`src/rtl/wb_load_tracker_pkg.sv`:
```
// wb_load_tracker_pkg: shared entry type and load funct3 encodings for the writeback load tracker.
package wb_load_tracker_pkg;
    localparam int WBT_OFF_W = 3;

    typedef enum logic [2:0] {
        F3_LB  = 3'b000,
        F3_LH  = 3'b001,
        F3_LW  = 3'b010,
        F3_LD  = 3'b011,
        F3_LBU = 3'b100,
        F3_LHU = 3'b101,
        F3_LWU = 3'b110
    } load_f3_e;

    typedef struct packed {
        logic                 regf_we;
        logic [4:0]           rd_addr;
        logic [2:0]           funct3;
        logic [WBT_OFF_W-1:0] offset;
    } wbt_entry_t;

    // ld/lwu only exist on a 64-bit data path
    function automatic logic f3_illegal(input logic [2:0] f3, input int data_w);
        return f3 == 3'b111 || (data_w == 32 && (f3 == F3_LD || f3 == F3_LWU));
    endfunction
endpackage

```
`src/rtl/wb_load_tracker_load_extend.sv`:
```
// wb_load_tracker_load_extend: combinational load data alignment and sign/zero extension.
module wb_load_tracker_load_extend
    import wb_load_tracker_pkg::*;
#(
    parameter  int DATA_W = 32,
    localparam int OFF_W  = $clog2(DATA_W / 8)
) (
    input  logic [2:0]        i_funct3,
    input  logic [OFF_W-1:0]  i_offset,
    input  logic [DATA_W-1:0] i_raw,
    output logic [DATA_W-1:0] o_data,
    output logic              o_illegal
);
    logic [7:0]  w_b;
    logic [15:0] w_h;
    logic [31:0] w_w;

    assign w_b       = 8'(i_raw >> {i_offset, 3'b000});
    assign w_h       = 16'(i_raw >> {i_offset[OFF_W-1:1], 4'b0000});
    assign w_w       = (DATA_W == 64) ? 32'(i_raw >> {i_offset[OFF_W-1], 5'b00000}) : 32'(i_raw);
    assign o_illegal = f3_illegal(i_funct3, DATA_W);

    assign o_data = o_illegal              ? '0 :
                    i_funct3 == F3_LB      ? DATA_W'($signed(w_b)) :
                    i_funct3 == F3_LBU     ? DATA_W'(w_b) :
                    i_funct3 == F3_LH      ? DATA_W'($signed(w_h)) :
                    i_funct3 == F3_LHU     ? DATA_W'(w_h) :
                    i_funct3 == F3_LW      ? DATA_W'($signed(w_w)) :
                    i_funct3 == F3_LWU     ? DATA_W'(w_w) :
                                             i_raw;
endmodule

```
`src/rtl/wb_load_tracker.sv`:
```
// wb_load_tracker: in-order tracker of outstanding dmem requests driving a registered
// register-file write port and a busy-rd scoreboard for load-use stalls.
module wb_load_tracker
    import wb_load_tracker_pkg::*;
#(
    parameter  int DEPTH  = 4,
    parameter  int DATA_W = 32,
    localparam int OFF_W  = $clog2(DATA_W / 8),
    localparam int CW     = $clog2(DEPTH) + 1
) (
    input  logic              clk,
    input  logic              rst_n,
    input  logic              iss_valid,
    output logic              iss_ready,
    input  logic              iss_regf_we,
    input  logic [4:0]        iss_rd_addr,
    input  logic [2:0]        iss_funct3,
    input  logic [OFF_W-1:0]  iss_offset,
    input  logic              dmem_resp,
    input  logic [DATA_W-1:0] dmem_rdata,
    output logic              o_regf_we,
    output logic [4:0]        o_rd_addr,
    output logic [DATA_W-1:0] o_write_data,
    output logic [31:0]       o_busy_rd,
    output logic [CW-1:0]     o_outstanding,
    output logic              o_err
);
    localparam int PW = $clog2(DEPTH);

    wbt_entry_t        r_q [DEPTH];
    logic [PW-1:0]     r_head, r_tail;
    logic [CW-1:0]     r_count;
    logic              r_we, r_err;
    logic [4:0]        r_rd;
    logic [DATA_W-1:0] r_data;
    logic              w_push, w_pop, w_illegal;
    logic [DATA_W-1:0] w_ext;
    logic [31:0]       w_busy;

    // ready comes from the registered count only, so a pop never frees a slot in the same cycle
    assign iss_ready = r_count != CW'(DEPTH);
    assign w_push    = iss_valid & iss_ready;
    assign w_pop     = dmem_resp & (r_count != '0);

    wb_load_tracker_load_extend #(.DATA_W(DATA_W)) u_ext (
        .i_funct3  (r_q[r_head].funct3),
        .i_offset  (r_q[r_head].offset[OFF_W-1:0]),
        .i_raw     (dmem_rdata),
        .o_data    (w_ext),
        .o_illegal (w_illegal)
    );

    always_ff @(posedge clk)
        if (w_push) r_q[r_tail] <= '{regf_we: iss_regf_we, rd_addr: iss_rd_addr,
                                     funct3: iss_funct3, offset: WBT_OFF_W'(iss_offset)};

    always_ff @(posedge clk or negedge rst_n)
        if (!rst_n) begin
            r_head  <= '0;
            r_tail  <= '0;
            r_count <= '0;
            r_we    <= 1'b0;
            r_rd    <= '0;
            r_data  <= '0;
            r_err   <= 1'b0;
        end else begin
            r_tail  <= r_tail + PW'(w_push);
            r_head  <= r_head + PW'(w_pop);
            r_count <= r_count + CW'(w_push) - CW'(w_pop);
            r_we    <= w_pop & r_q[r_head].regf_we & (r_q[r_head].rd_addr != '0) & ~w_illegal;
            r_err   <= r_err | (dmem_resp & ~w_pop) | (w_pop & w_illegal);
            if (w_pop) begin
                r_rd   <= r_q[r_head].rd_addr;
                r_data <= w_ext;
            end
        end

    // slot i is valid when its distance from head is below count
    always_comb begin
        w_busy = '0;
        for (int i = 0; i < DEPTH; i++)
            if ({1'b0, PW'(i) - r_head} < r_count && r_q[i].regf_we) w_busy[r_q[i].rd_addr] = 1'b1;
        w_busy[0] = 1'b0;
    end

    assign o_regf_we     = r_we;
    assign o_rd_addr     = r_rd;
    assign o_write_data  = r_data;
    assign o_busy_rd     = w_busy;
    assign o_outstanding = r_count;
    assign o_err         = r_err;
endmodule

```
`config.mk`:
```
export PLATFORM = sky130hd
export DESIGN_NAME = wb_load_tracker
export DESIGN_NICKNAME = d
export VERILOG_FILES = /design/src/rtl/wb_load_tracker_pkg.sv /design/src/rtl/wb_load_tracker_load_extend.sv /design/src/rtl/wb_load_tracker.sv
export SDC_FILE = /design/constraint.sdc
export NUM_CORES = 1
export LEC_CHECK = 0
export CELL_PAD_IN_SITES_DETAIL_PLACEMENT = 1
export CELL_PAD_IN_SITES_GLOBAL_PLACEMENT = 2
export CORE_MARGIN = 2
export CORE_UTILIZATION = 31
export DETAILED_ROUTE_END_ITERATION = 10
export GPL_TIMING_DRIVEN = 0
export MAX_ROUTING_LAYER = met4
export PLACE_DENSITY = 0.9
export SYNTH_ARGS = -nofsm -noshare
export SYNTH_HDL_FRONTEND = slang
export SYNTH_SLANG_ARGS = --single-unit
```
`constraint.sdc`:
```
create_clock -name clk -period 4.2 [get_ports clk]
set_input_delay 1.26 -clock clk [delete_from_list [all_inputs] [get_ports clk]]
set_output_delay 1.26 -clock clk [all_outputs]
set_load 0.01 [all_outputs]
```
==> results of run 1 <==
## registers in the layout (all words and copies together), names as in the netlist
name / cells
r_q: 44
o_write_data: 32
o_rd_addr: 5
o_outstanding: 3
r_head: 2
r_tail: 2
o_err: 1
o_regf_we: 1
## cell usage in the layout (no fill, tap or decap), types with 3 or more instances in the layout
| cell type | instances |
|---|---|
| clkdlybuf4s50_1 | 92 |
| nand2_1 | 65 |
| dfrtp_1 | 44 |
| edfxtp_1 | 44 |
| o22ai_1 | 43 |
| a21oi_1 | 38 |
| nor2_1 | 29 |
| buf_4 | 21 |
| or2_2 | 20 |
| clkbuf_1 | 19 |
| mux2i_1 | 16 |
| a211oi_1 | 16 |
| dlymetal6s2s_1 | 15 |
| inv_1 | 12 |
| nand3b_1 | 12 |
| mux4_2 | 11 |
| o21ai_0 | 11 |
| dlygate4sd2_1 | 11 |
| a2bb2oi_1 | 9 |
| clkbuf_16 | 9 |
| or3_1 | 8 |
| o2111ai_4 | 8 |
| o22a_1 | 8 |
| o221ai_1 | 8 |
| ha_1 | 7 |
| buf_2 | 6 |
| a22oi_1 | 6 |
| buf_1 | 5 |
| or3b_2 | 5 |
| buf_6 | 4 |
| nand3_1 | 4 |
| nand4b_1 | 4 |
| o22ai_2 | 4 |
| or2_1 | 3 |
| o21ai_1 | 3 |
## worst max-delay path, delay by kind of cell, from the launching register on
family / cells / cell delay, ns
xor+xnor: 1 / 0.18
buf+inv: 4 / 0.90
compound gates: 3 / 0.55
fa+ha+maj: 1 / 0.28
flops: 1 / 0.41
simple gates: 1 / 0.30
## power breakdown
part / total [uW] / switching [uW] / internal, uW
Sequential: 1470 / 228 / 1240
Clock: 737 / 320 / 417
Combinational: 3080 / 1710 / 1380
Total: 5290 / 2250 / 3030
## kinds of logic (layout without fill, tap and decap cells)
| kind of cell | count (synthesis) | after routing | share of synthesized area (%) |
|---|---|---|---|
| compound gates | 168 | 168 | 21.7 |
| xor+xnor | 5 | 5 | 0.838 |
| fa+ha+maj | 9 | 9 | 2.30 |
| buf+inv | 46 | 204 | 3.62 |
| flops | 90 | 90 | 47.3 |
| mux | 28 | 28 | 8.02 |
| other cells | 1 | 1 | 0.0718 |
| simple gates | 166 | 166 | 16.1 |
## per-layer routing
metal  GRT usage (%)  vias to the layer above  part of all wire, %
met5               -                        -                    0
met4            6.56                        0                  2.0
met3            3.33                       33                  5.5
met2            35.2                      196                   49
met1            27.9                     2488                   44
li1                -                     2268                    -
## final cells by class
class | count | area (sq um) | area share [%]
Clock buffer | 12 | 246 | 3.30
Sequential cell | 90 | 2470 | 33.1
Clock inverter | 4 | 27.5 | 0.368
Timing Repair Buffer | 144 | 1420 | 19.1
Inverter | 14 | 52.6 | 0.703
Tap cell | 220 | 275 | 3.68
Buffer | 30 | 146 | 1.96
Multi-Input combinational cell | 377 | 2830 | 37.8
## synth_stat cells, types with 2 or more instances
| cell type | n | area share, % |
|---|---|---|
| nor3_1 | 2 | 0.19 |
| a211oi_1 | 16 | 2.3 |
| mux2i_1 | 16 | 3.1 |
| xnor2_1 | 2 | 0.34 |
| nand2_1 | 65 | 4.7 |
| nand3_1 | 5 | 0.48 |
| dfrtp_1 | 46 | 22 |
| or2_2 | 20 | 2.4 |
| o22a_1 | 8 | 1.3 |
| nor3b_1 | 2 | 0.29 |
| and2_1 | 2 | 0.24 |
| edfxtp_1 | 44 | 25 |
| o221ai_1 | 8 | 1.3 |
| nand4_1 | 2 | 0.24 |
| o22ai_1 | 47 | 5.6 |
| ha_1 | 8 | 1.9 |
| a22oi_1 | 6 | 0.86 |
| buf_1 | 5 | 0.36 |
| a21o_1 | 2 | 0.29 |
| inv_1 | 13 | 0.93 |
| xor2_1 | 3 | 0.50 |
| o21ai_0 | 11 | 1.1 |
| a21oi_1 | 40 | 3.8 |
| nand4b_1 | 4 | 0.67 |
| a2bb2oi_1 | 9 | 1.5 |
| o2111ai_1 | 8 | 1.3 |
| nor2_1 | 29 | 2.1 |
| or2_1 | 3 | 0.36 |
| buf_2 | 7 | 0.67 |
| mux4_2 | 11 | 4.7 |
| nand3b_1 | 12 | 1.7 |
| clkbuf_1 | 18 | 1.3 |
| o21bai_1 | 2 | 0.29 |
| or3b_2 | 5 | 0.84 |
| or3_1 | 8 | 0.96 |
| buf_4 | 2 | 0.29 |
| o21ai_1 | 3 | 0.29 |
## worst max-delay path by stage
stage / to / slack [ns] / start / cells past startpoint
finish: o_busy_rd[17] / -0.003 / r_head[1]$_DFF_PN0_ / 10
CTS: o_busy_rd[6] / 0.002 / r_head[1]$_DFF_PN0_ / 10
global placement: o_busy_rd[23] / -0.22 / r_head[1]$_DFF_PN0_ / 9
global route: o_busy_rd[17] / -0.09 / r_head[1]$_DFF_PN0_ / 10
floorplan: o_busy_rd[13] / 0.70 / r_head[0]$_DFF_PN0_ / 9
detailed placement: o_busy_rd[13] / -0.36 / r_head[1]$_DFF_PN0_ / 9
## per-stage QoR
step	setup slack (ns)	power [uW]	hold WS, ns
global route	-0.0901	5610	0.510
finish	-0.00325	5290	0.477
detailed placement	-0.363	4110	0.474
floorplan	0.701	3030	0.480
CTS	0.00178	5150	0.488
global placement	-0.221	4000	0.467
## timing repair
action                                  in CTS  in global routing
pin swaps                                   10                  5
gates resized for setup                     40                 31
buffers inserted                            17                  6
endpoints found under the setup margin      31                 22
==> results.sh, run 1 <==
export IMPL_antenna_cells=0
export IMPL_fin_nets=722
export IMPL_drv_slew=0
export IMPL_fillers=1812
export IMPL_tns_ns=-0.00325
export IMPL_grt_ovfl_total=0
export IMPL_via_count=4985
export IMPL_drt_wirelength_per_cell_um=21.0
export IMPL_synth_nets=569
export IMPL_yosysWarnings=0
export IMPL_grt_pass1_wl_um=29400
export IMPL_min_from="o_rd_addr[3]$_DFFE_PN0P_"
export IMPL_placementRows=47
export IMPL_globalplace_congestion=0.879
export IMPL_vdd_drop_max_v=0.000278
export IMPL_clkTransAtPathRegs_ns=0.06
export IMPL_clk_path_buf_depth=2
export IMPL_utilization_pct=45.2
export IMPL_clkSinkCount=90
export IMPL_min_path_cells=2
export IMPL_max_stage_delay_ns=0.50
export IMPL_root_buffer="clkbuf_16"
export IMPL_cts_buffers=9
export IMPL_max_cap_viol_count=0
export IMPL_worst_clock_skew_ns=0.00974
export IMPL_p_leak_uw=0.00306
export IMPL_wl_um=18800
export IMPL_syn_area_per_cell_sq_um=10.2
export IMPL_synth_cell_area_sq_mm=0.00522
export IMPL_drive_gt1_share_pct=16.8
export IMPL_violations="setup timing"
export IMPL_cts_tree="done"
export IMPL_path_class="reg2out"
export IMPL_synthArstFlopShare_pct=51.1
export IMPL_grt_max_degree=35
export IMPL_crit_path_max_fanout=10
export IMPL_run_status="finished with violations"
export IMPL_syn_to_final_growth_pct=43.0
export IMPL_vias_per_cell=5.59
export IMPL_r2r_cells=10
export IMPL_place_area_sq_mm=0.00673
export IMPL_min_to="o_rd_addr[3]$_DFFE_PN0P_"
export IMPL_chipHeight_um=134
export IMPL_finalInstanceArea_sq_mm=0.00747
export IMPL_rsz0062_at_grt="true"
export IMPL_synthFlopType="dfrtp_1"
export IMPL_grt_pass1_vias=5370
export IMPL_initial_core_util_pct=31.6
export IMPL_tightest_slew_ns=1.08
export IMPL_postCtsHoldBufs=0
export IMPL_regToRegStartpoint="o_outstanding[2]$_DFF_PN0_"
export IMPL_end_kind="output port"
export IMPL_yosysUniqueCellTypes=56
export IMPL_insertion_delay_ns=0.34
export IMPL_die_w_um=134
export IMPL_antenna_found_initial=0
export IMPL_crit_chain="buf_6 > xor2_4 > inv_1 > ha_4 > a21oi_4 > buf_4 > o2111ai_4 > o22ai_1 > or2_2 > clkdlybuf4s50_1"
export IMPL_ant_nets=0
export IMPL_synth_seq_cells=90
export IMPL_final_setup_viol_count=1
export IMPL_crit_path_start_kind="flop"
export IMPL_hold_violations=0
export IMPL_required_ns=2.94
export IMPL_post_route_min_period_ns=4.20
export IMPL_reg2reg_slack_ns=0.96
export IMPL_fmax_mhz=238
export IMPL_core_region_area_sq_mm=0.0165
export IMPL_drt_pass1_iterations=5
export IMPL_drc=0
export IMPL_drt_iter0_drc=301
export IMPL_synth_edff_count=44
export IMPL_final_cells=891
export IMPL_rr_endpoint="o_outstanding[2]$_DFF_PN0_"
export IMPL_syn_inst=513
export IMPL_die_area_sq_mm=0.0179
export IMPL_cp_arrival_ns=2.94
export IMPL_h_tree_depth=3
export IMPL_final_setup_worst_slack_ns=-0.00325
export IMPL_power_density_mw_per_mm2=708
export IMPL_min_period_over_period_pct=100
export IMPL_dp_cells=854
export IMPL_hpwl_um=13500
export IMPL_ioPinCount=122
export IMPL_ys_seq_area_share_pct=47.3
export IMPL_max_slew_margin_pct=28.2
export IMPL_grt_usage_pct=21.6
export IMPL_crit_slowest_cell="clkdlybuf4s50_1"
export IMPL_io_buffers=120
export IMPL_hold_path_class="reg2reg"
No activity file was read; power rests on OpenSTA's default activity.
==> run 2: changes to the inputs <==
--- a/config.mk
+++ b/config.mk
@@ -5,14 +5,16 @@
 export SDC_FILE = /design/constraint.sdc
 export NUM_CORES = 1
 export LEC_CHECK = 0
+export ABC_AREA = 1
 export CELL_PAD_IN_SITES_DETAIL_PLACEMENT = 1
 export CELL_PAD_IN_SITES_GLOBAL_PLACEMENT = 2
 export CORE_MARGIN = 2
-export CORE_UTILIZATION = 31
+export CORE_UTILIZATION = 28
 export DETAILED_ROUTE_END_ITERATION = 10
 export GPL_TIMING_DRIVEN = 0
 export MAX_ROUTING_LAYER = met4
 export PLACE_DENSITY = 0.9
 export SYNTH_ARGS = -nofsm -noshare
 export SYNTH_HDL_FRONTEND = slang
+export SYNTH_HIERARCHICAL = 1
 export SYNTH_SLANG_ARGS = --single-unit
==> run 2 against run 1 <==
The run now ends clean; power grew 18%; register-to-register slack gained 0.47 ns; synthesized cell count grew 83%; clock power grew 9.8%; via count grew 30%; die area grew 30%; wire length grew 23%; critical path type unchanged; largest cell class unchanged.
==> results.sh, run 2 <==
export IMPL_power_uw=6230
export IMPL_wl_um=23000
export IMPL_seqCellArea_sq_mm=0.00247
export IMPL_max_slew_margin_pct=28.8
export IMPL_power_density_mw_per_mm2=754
export IMPL_post_route_min_period_ns=4.13
export IMPL_clkTransAtPathRegs_ns=0.06
export IMPL_synth_top_cell_area_share_pct=21.4
export IMPL_ys_seq_area_share_pct=40.0
export IMPL_grt_usage_pct=20.7
export IMPL_grt_max_degree=36
export IMPL_antenna_found_initial=0
export IMPL_tightest_slew_ns=1.06
export IMPL_grt_ovfl_total=0
export IMPL_final_setup_viol_count=0
export IMPL_reg2reg_slack_ns=1.43
export IMPL_drc=0
export IMPL_root_buffer="clkbuf_16"
export IMPL_path_class="reg2out"
export IMPL_largest_reg_flops=44
export IMPL_cts_tree="done"
export IMPL_crit_path_start_kind="flop"
export IMPL_die_w_um=153
export IMPL_drt_pass1_iterations=4
export IMPL_synthTopCellsByCount="nand2_1, nor2_1, inv_1"
export IMPL_yosysTopAreaCell="edfxtp_1"
export IMPL_cp_arrival_ns=2.87
export IMPL_fmax_mhz=242
export IMPL_multi_input_area_sq_mm=0.00320
export IMPL_fillers=2813
export IMPL_netlist_top_cells_area="edfxtp_1, nand2_1, dfrtp_1, nor2_1, nand3_1"
export IMPL_cts_buffers=9
export IMPL_dp_cells=1341
export IMPL_min_period_over_period_pct=98.3
export IMPL_drv_slew=0
export IMPL_crit_path_max_fanout=6
export IMPL_globalplace_congestion=0.903
export IMPL_placementRows=54
export IMPL_end_kind="output port"
export IMPL_hold_violations=0
export IMPL_grt_pass1_vias=6732
export IMPL_syn_inst=937
export IMPL_yosysUniqueCellTypes=31
export IMPL_grt_pass1_wl_um=37300
export IMPL_p_leak_uw=0.00409
export IMPL_clk_path_buf_depth=2
export IMPL_synth_nets=993
export IMPL_synth_most_common_cell="nand2_1"
export IMPL_yosysWarnings=6
export IMPL_ant_nets=0
export IMPL_synth_seq_cells=90
export IMPL_insertion_delay_ns=0.35
export IMPL_syn_to_final_growth_pct=33.5
export IMPL_synth_edff_count=44
export IMPL_hpwl_um=18100
export IMPL_vias_per_cell=4.72
export IMPL_ioPinCount=122
export IMPL_synthArstFlopShare_pct=51.1
export IMPL_fin_nets=1143
export IMPL_drive_gt1_share_pct=9.98
export IMPL_rsz0062_at_grt="true"
export IMPL_layout_common_cells="nand2_1, nor2_1, clkdlybuf4s50_1"
export IMPL_final_cells=1373
export IMPL_via_count=6481
export IMPL_max_cap_viol_count=0
export IMPL_hold_path_class="reg2reg"
export IMPL_drt_wirelength_per_cell_um=16.7
export IMPL_core_region_area_sq_mm=0.0218
export IMPL_h_tree_depth=3
export IMPL_vdd_drop_max_v=0.000342
export IMPL_synth_cell_area_sq_mm=0.00619
export IMPL_clkSinkCount=90
export IMPL_worst_clock_skew_ns=0.0125
export IMPL_io_buffers=120
export IMPL_die_area_sq_mm=0.0233
export IMPL_drt_iter0_drc=419
export IMPL_syn_area_per_cell_sq_um=6.60
export IMPL_initial_core_util_pct=28.4
export IMPL_run_status="finished, final reports clean"
export IMPL_chipHeight_um=153
export IMPL_required_ns=2.94
export IMPL_largest_register="r_q"
export IMPL_synthFlopType="dfrtp_1"
export IMPL_final_common_cell="nand2_1"
[run 2: cell count changes in the layout (fill, tap and decap cells not counted), moves of 12 or more]
cell      previous run  this run
o22ai_1             43         0
inv_1               12        89
o211ai_1             0        12
nor3_1               1        25
nor2_1              29       141
nand2_1             65       350
buf_2                6        22
or2_2               20         0
a211oi_1            16         0
clkbuf_1            19         4
nand3_1              4        80
mux2i_1             16         0
[run 2: power breakdown]
part / total (uW) / internal (uW) / switching, uW
Combinational: 3970 / 1470 / 2500
Clock: 809 / 462 / 347
Sequential: 1460 / 1240 / 218
Total: 6230 / 3170 / 3060
[run 2: worst paths after layout]
kind | startpoint | end | cells past startpoint
worst max-delay path | r_head[1]$_DFF_PN0_ | o_busy_rd[14] | 14
worst min-delay path | o_err$_DFF_PN0_ | o_err$_DFF_PN0_ | 2
worst max register to register | r_head[1]$_DFF_PN0_ | o_write_data[13]$_DFFE_PN0P_ | 15
worst min register to register | o_err$_DFF_PN0_ | o_err$_DFF_PN0_ | 2
max in group asynchronous | rst_n | r_tail[0]$_DFF_PN0_ | 2
min in group asynchronous | rst_n | o_write_data[17]$_DFFE_PN0P_ | 1
[run 2: layout make-up]
cell class | instances | area share (%)
buffer | 32 | 2.36
timing repair buffer | 139 | 16.1
multi-input combinational | 706 | 38.8
antenna | 1 | 0.0303
tap | 280 | 4.24
sequential | 90 | 29.9
clock inverter | 6 | 0.788
clock buffer | 10 | 2.77
inverter | 109 | 5.03
[run 2: logic make-up after synthesis]
| family | Yosys count | share of synthesized area, % |
|---|---|---|
| AOI/OAI and AO/OA | 60 | 5.76 |
| DFF | 90 | 40.0 |
| other | 1 | 0.0606 |
| buffers and inverters | 141 | 9.34 |
| xor gates and xnor gates | 4 | 0.566 |
| and+or+nand+nor | 632 | 42.4 |
| adders and majority gates | 9 | 1.94 |
[run 2: routing by layer]
metal | share of wire [%] | wire length (um) | up-vias | track usage, %
met5 | 0 | 0 | - | -
met4 | 1.4 | 312 | 0 | 5.16
met3 | 2.9 | 666 | 19 | 2.16
met2 | 47 | 10700 | 124 | 32.9
met1 | 49 | 11300 | 3085 | 28.5
li1 | - | - | 3253 | -
[run 2: per-stage QoR]
step	setup slack (ns)	cell area [sq um]	setup TNS, ns	utilization [%]	hold WS (ns)
2_1_floorplan	0.974	6190	0	-	0.483
3_3_place_gp	-0.0457	7740	-0.156	35.6	0.452
3_5_place_dp	-0.0987	7800	-0.878	35.9	0.458
4_1_cts	0.00372	8190	0	37.6	0.474
5_1_grt	-0.0855	8260	-0.264	38.0	0.507
6_report	0.0705	8260	0	38.0	0.476
[run 2: repair_timing]
item | in CTS | in global routing
pin swaps | 3 | 5
setup endpoints to repair | 31 | 26
endpoints found under the hold margin | 0 | 0
setup buffers | 9 | 6
hold buffers | 0 | 0
gates resized for setup | 41 | 21
[run 2: critical path: stages (launching register included)]
cell and delay [ns]:
dfrtp_1 0.37, buf_6 0.12, clkinvlp_4 0.10, buf_4 0.15, nor2_4 0.13, nor2_4 0.06
ha_1 0.26, inv_1 0.06, nor2_1 0.05, nand2_1 0.13, nand3_4 0.16, nor2_1 0.21
a21oi_1 0.10, nand2_1 0.09, clkdlybuf4s50_1 0.53
==> run 3: changes to the inputs <==
--- a/config.mk
+++ b/config.mk
@@ -10,6 +10,7 @@
 export CELL_PAD_IN_SITES_GLOBAL_PLACEMENT = 2
 export CORE_MARGIN = 2
 export CORE_UTILIZATION = 28
+export CTS_BUF_LIST = sky130_fd_sc_hd__clkbuf_16
 export DETAILED_ROUTE_END_ITERATION = 10
 export GPL_TIMING_DRIVEN = 0
 export MAX_ROUTING_LAYER = met4
==> run 3 against run 2 <==
Combinational power about the same; global-route usage did not move; die area stayed put; via count about the same; hold slack did not move; power hardly changed; utilization unchanged; first-iteration DRC count rose by 0.24%; largest cell class unchanged; largest power group unchanged; highest routed layer unchanged.
==> results.sh, run 3 (synthesis gave the netlist of run 2 again) <==
export IMPL_seqCellArea_sq_mm=0.00247
export IMPL_wl_um=23000
export IMPL_drive_gt1_share_pct=9.98
export IMPL_vdd_drop_max_v=0.000342
export IMPL_p_leak_uw=0.00410
export IMPL_via_count=6479
export IMPL_largest_reg_flops=44
export IMPL_syn_to_final_growth_pct=33.5
export IMPL_die_w_um=153
export IMPL_finalInstanceArea_sq_mm=0.00826
export IMPL_final_setup_viol_count=0
export IMPL_globalplace_congestion=0.903
export IMPL_run_status="finished, final reports clean"
export IMPL_required_ns=2.94
export IMPL_ioPinCount=122
export IMPL_grt_ovfl_total=0
export IMPL_max_stage_delay_ns=0.53
export IMPL_drc=0
export IMPL_cts_tree="done"
export IMPL_clk_path_buf_depth=2
export IMPL_layout_common_cells="nand2_1, nor2_1, clkdlybuf4s50_1"
export IMPL_hold_violations=0
export IMPL_postCtsHoldBufs=0
export IMPL_die_area_sq_mm=0.0233
export IMPL_dp_cells=1341
export IMPL_root_buffer="clkbuf_16"
export IMPL_crit_slowest_cell="clkdlybuf4s50_1"
export IMPL_fmax_mhz=242
export IMPL_end_kind="output port"
export IMPL_power_density_mw_per_mm2=754
export IMPL_drv_slew=0
export IMPL_drt_wirelength_per_cell_um=16.7
export IMPL_initial_core_util_pct=28.4
export IMPL_tightest_slew_ns=1.06
export IMPL_largest_register="r_q"
export IMPL_h_tree_depth=3
export IMPL_cp_arrival_ns=2.87
export IMPL_crit_path_start_kind="flop"
export IMPL_insertion_delay_ns=0.35
export IMPL_core_region_area_sq_mm=0.0218
export IMPL_chipHeight_um=153
export IMPL_grt_pass1_vias=6732
export IMPL_min_period_over_period_pct=98.3
export IMPL_io_buffers=120
export IMPL_ant_nets=0
export IMPL_grt_usage_pct=20.7
export IMPL_antenna_found_initial=0
export IMPL_clkTransAtPathRegs_ns=0.06
export IMPL_max_cap_viol_count=0
export IMPL_intPower_uw=3160
export IMPL_hpwl_um=18100
export IMPL_fillers=2813
export IMPL_cts_buffers=9
export IMPL_path_class="reg2out"
export IMPL_grt_pass1_wl_um=37300
export IMPL_place_area_sq_mm=0.00780
export IMPL_switching_share_pct=49.2
export IMPL_final_common_cell="nand2_1"
export IMPL_max_slew_margin_pct=28.8
export IMPL_worst_clock_skew_ns=0.0125
export IMPL_pwr_share_seq_pct=23.4
export IMPL_multi_input_area_sq_mm=0.00320
export IMPL_p_sw_uw=3060
export IMPL_hold_path_class="reg2reg"
export IMPL_placementRows=54
export IMPL_rsz0062_at_grt="true"
export IMPL_drt_pass1_iterations=4
export IMPL_clkSinkCount=90
export IMPL_vias_per_cell=4.72
export IMPL_grt_max_degree=36
export IMPL_fin_nets=1143
export IMPL_drt_iter0_drc=420
export IMPL_post_route_min_period_ns=4.13
export IMPL_final_cells=1373
export IMPL_crit_path_max_fanout=6
export IMPL_crit_chain="buf_6 > clkinvlp_4 > buf_4 > nor2_4 > nor2_4 > ha_1 > inv_1 > nor2_1 > nand2_1 > nand3_4 > nor2_1 > a21oi_1 > nand2_1 > clkdlybuf4s50_1"
export IMPL_clkPwrFrac_pct=13.0
export IMPL_p_comb_share_pct=63.7
==> run 3: worst paths after layout <==
check	slack (ns)	from	end	cells past startpoint
hold reg to reg	0.48	o_err$_DFF_PN0_	o_err$_DFF_PN0_	2
max in group asynchronous	2.93	rst_n	r_tail[0]$_DFF_PN0_	2
setup / recovery	0.07	r_head[1]$_DFF_PN0_	o_busy_rd[14]	14
hold / removal	0.48	o_err$_DFF_PN0_	o_err$_DFF_PN0_	2
min in group asynchronous	0.78	rst_n	o_write_data[17]$_DFFE_PN0P_	1
setup reg to reg	1.43	r_head[1]$_DFF_PN0_	o_write_data[13]$_DFFE_PN0P_	15
==> run 3: worst max-delay path: cells and delay by family (launching register included) <==
| family | cells | cell delay (ns) |
|---|---|---|
| AND/OR/NAND/NOR | 7 | 0.83 |
| adder cells (fa/ha/maj) | 1 | 0.26 |
| flip-flops | 1 | 0.37 |
| buffers and inverters | 5 | 0.96 |
| AO/OA/AOI/OAI | 1 | 0.10 |
==> run 3: area by class of cell <==
cell class,count,area share (%)
well taps,280,4.24
repair buffers,139,16.1
clock buffers,9,2.73
diodes,1,0.0303
multi-input cells,706,38.8
clock inverters,7,0.833
inverters,109,5.03
flip-flops and latches,90,29.9
plain buffers,32,2.36
==> run 3: power groups by stage <==
stage | Sequential, uW | Combinational, uW | Clock, uW
global route | 1490 | 4480 | 860
global placement | 1460 | 3700 | 0
floorplan | 1490 | 2360 | 0
CTS | 1460 | 3930 | 828
detailed placement | 1470 | 3810 | 0
finish | 1460 | 3960 | 807
==> run 3: metal layers <==
layer	wire, um	vias up	GRT usage, %
met3	703	19	2.16
met2	10700	126	32.9
li1	-	3253	-
met4	312	0	5.16
met1	11300	3081	28.5
met5	0	-	-
==> run 3: repair_timing <==
action | in CTS | in global routing
setup buffers | 9 | 6
pin swaps | 3 | 5
setup endpoints to repair | 31 | 26
resized for setup | 41 | 21
hold endpoints to repair | 0 | 0
==> run 3: through the flow <==
| stage | power (uW) | TNS [ns] | hold slack [ns] | worst slack, ns | util (%) |
|---|---|---|---|---|---|
| after CTS | 6220 | 0 | 0.474 | 0.00372 | 37.6 |
| final | 6230 | 0 | 0.476 | 0.0704 | 38.0 |
| after floorplan | 3850 | 0 | 0.483 | 0.974 | - |
| after global placement | 5160 | -0.156 | 0.452 | -0.0457 | 35.6 |
| after detailed placement | 5280 | -0.878 | 0.458 | -0.0987 | 35.9 |
| after global routing | 6840 | -0.264 | 0.507 | -0.0855 | 38.0 |
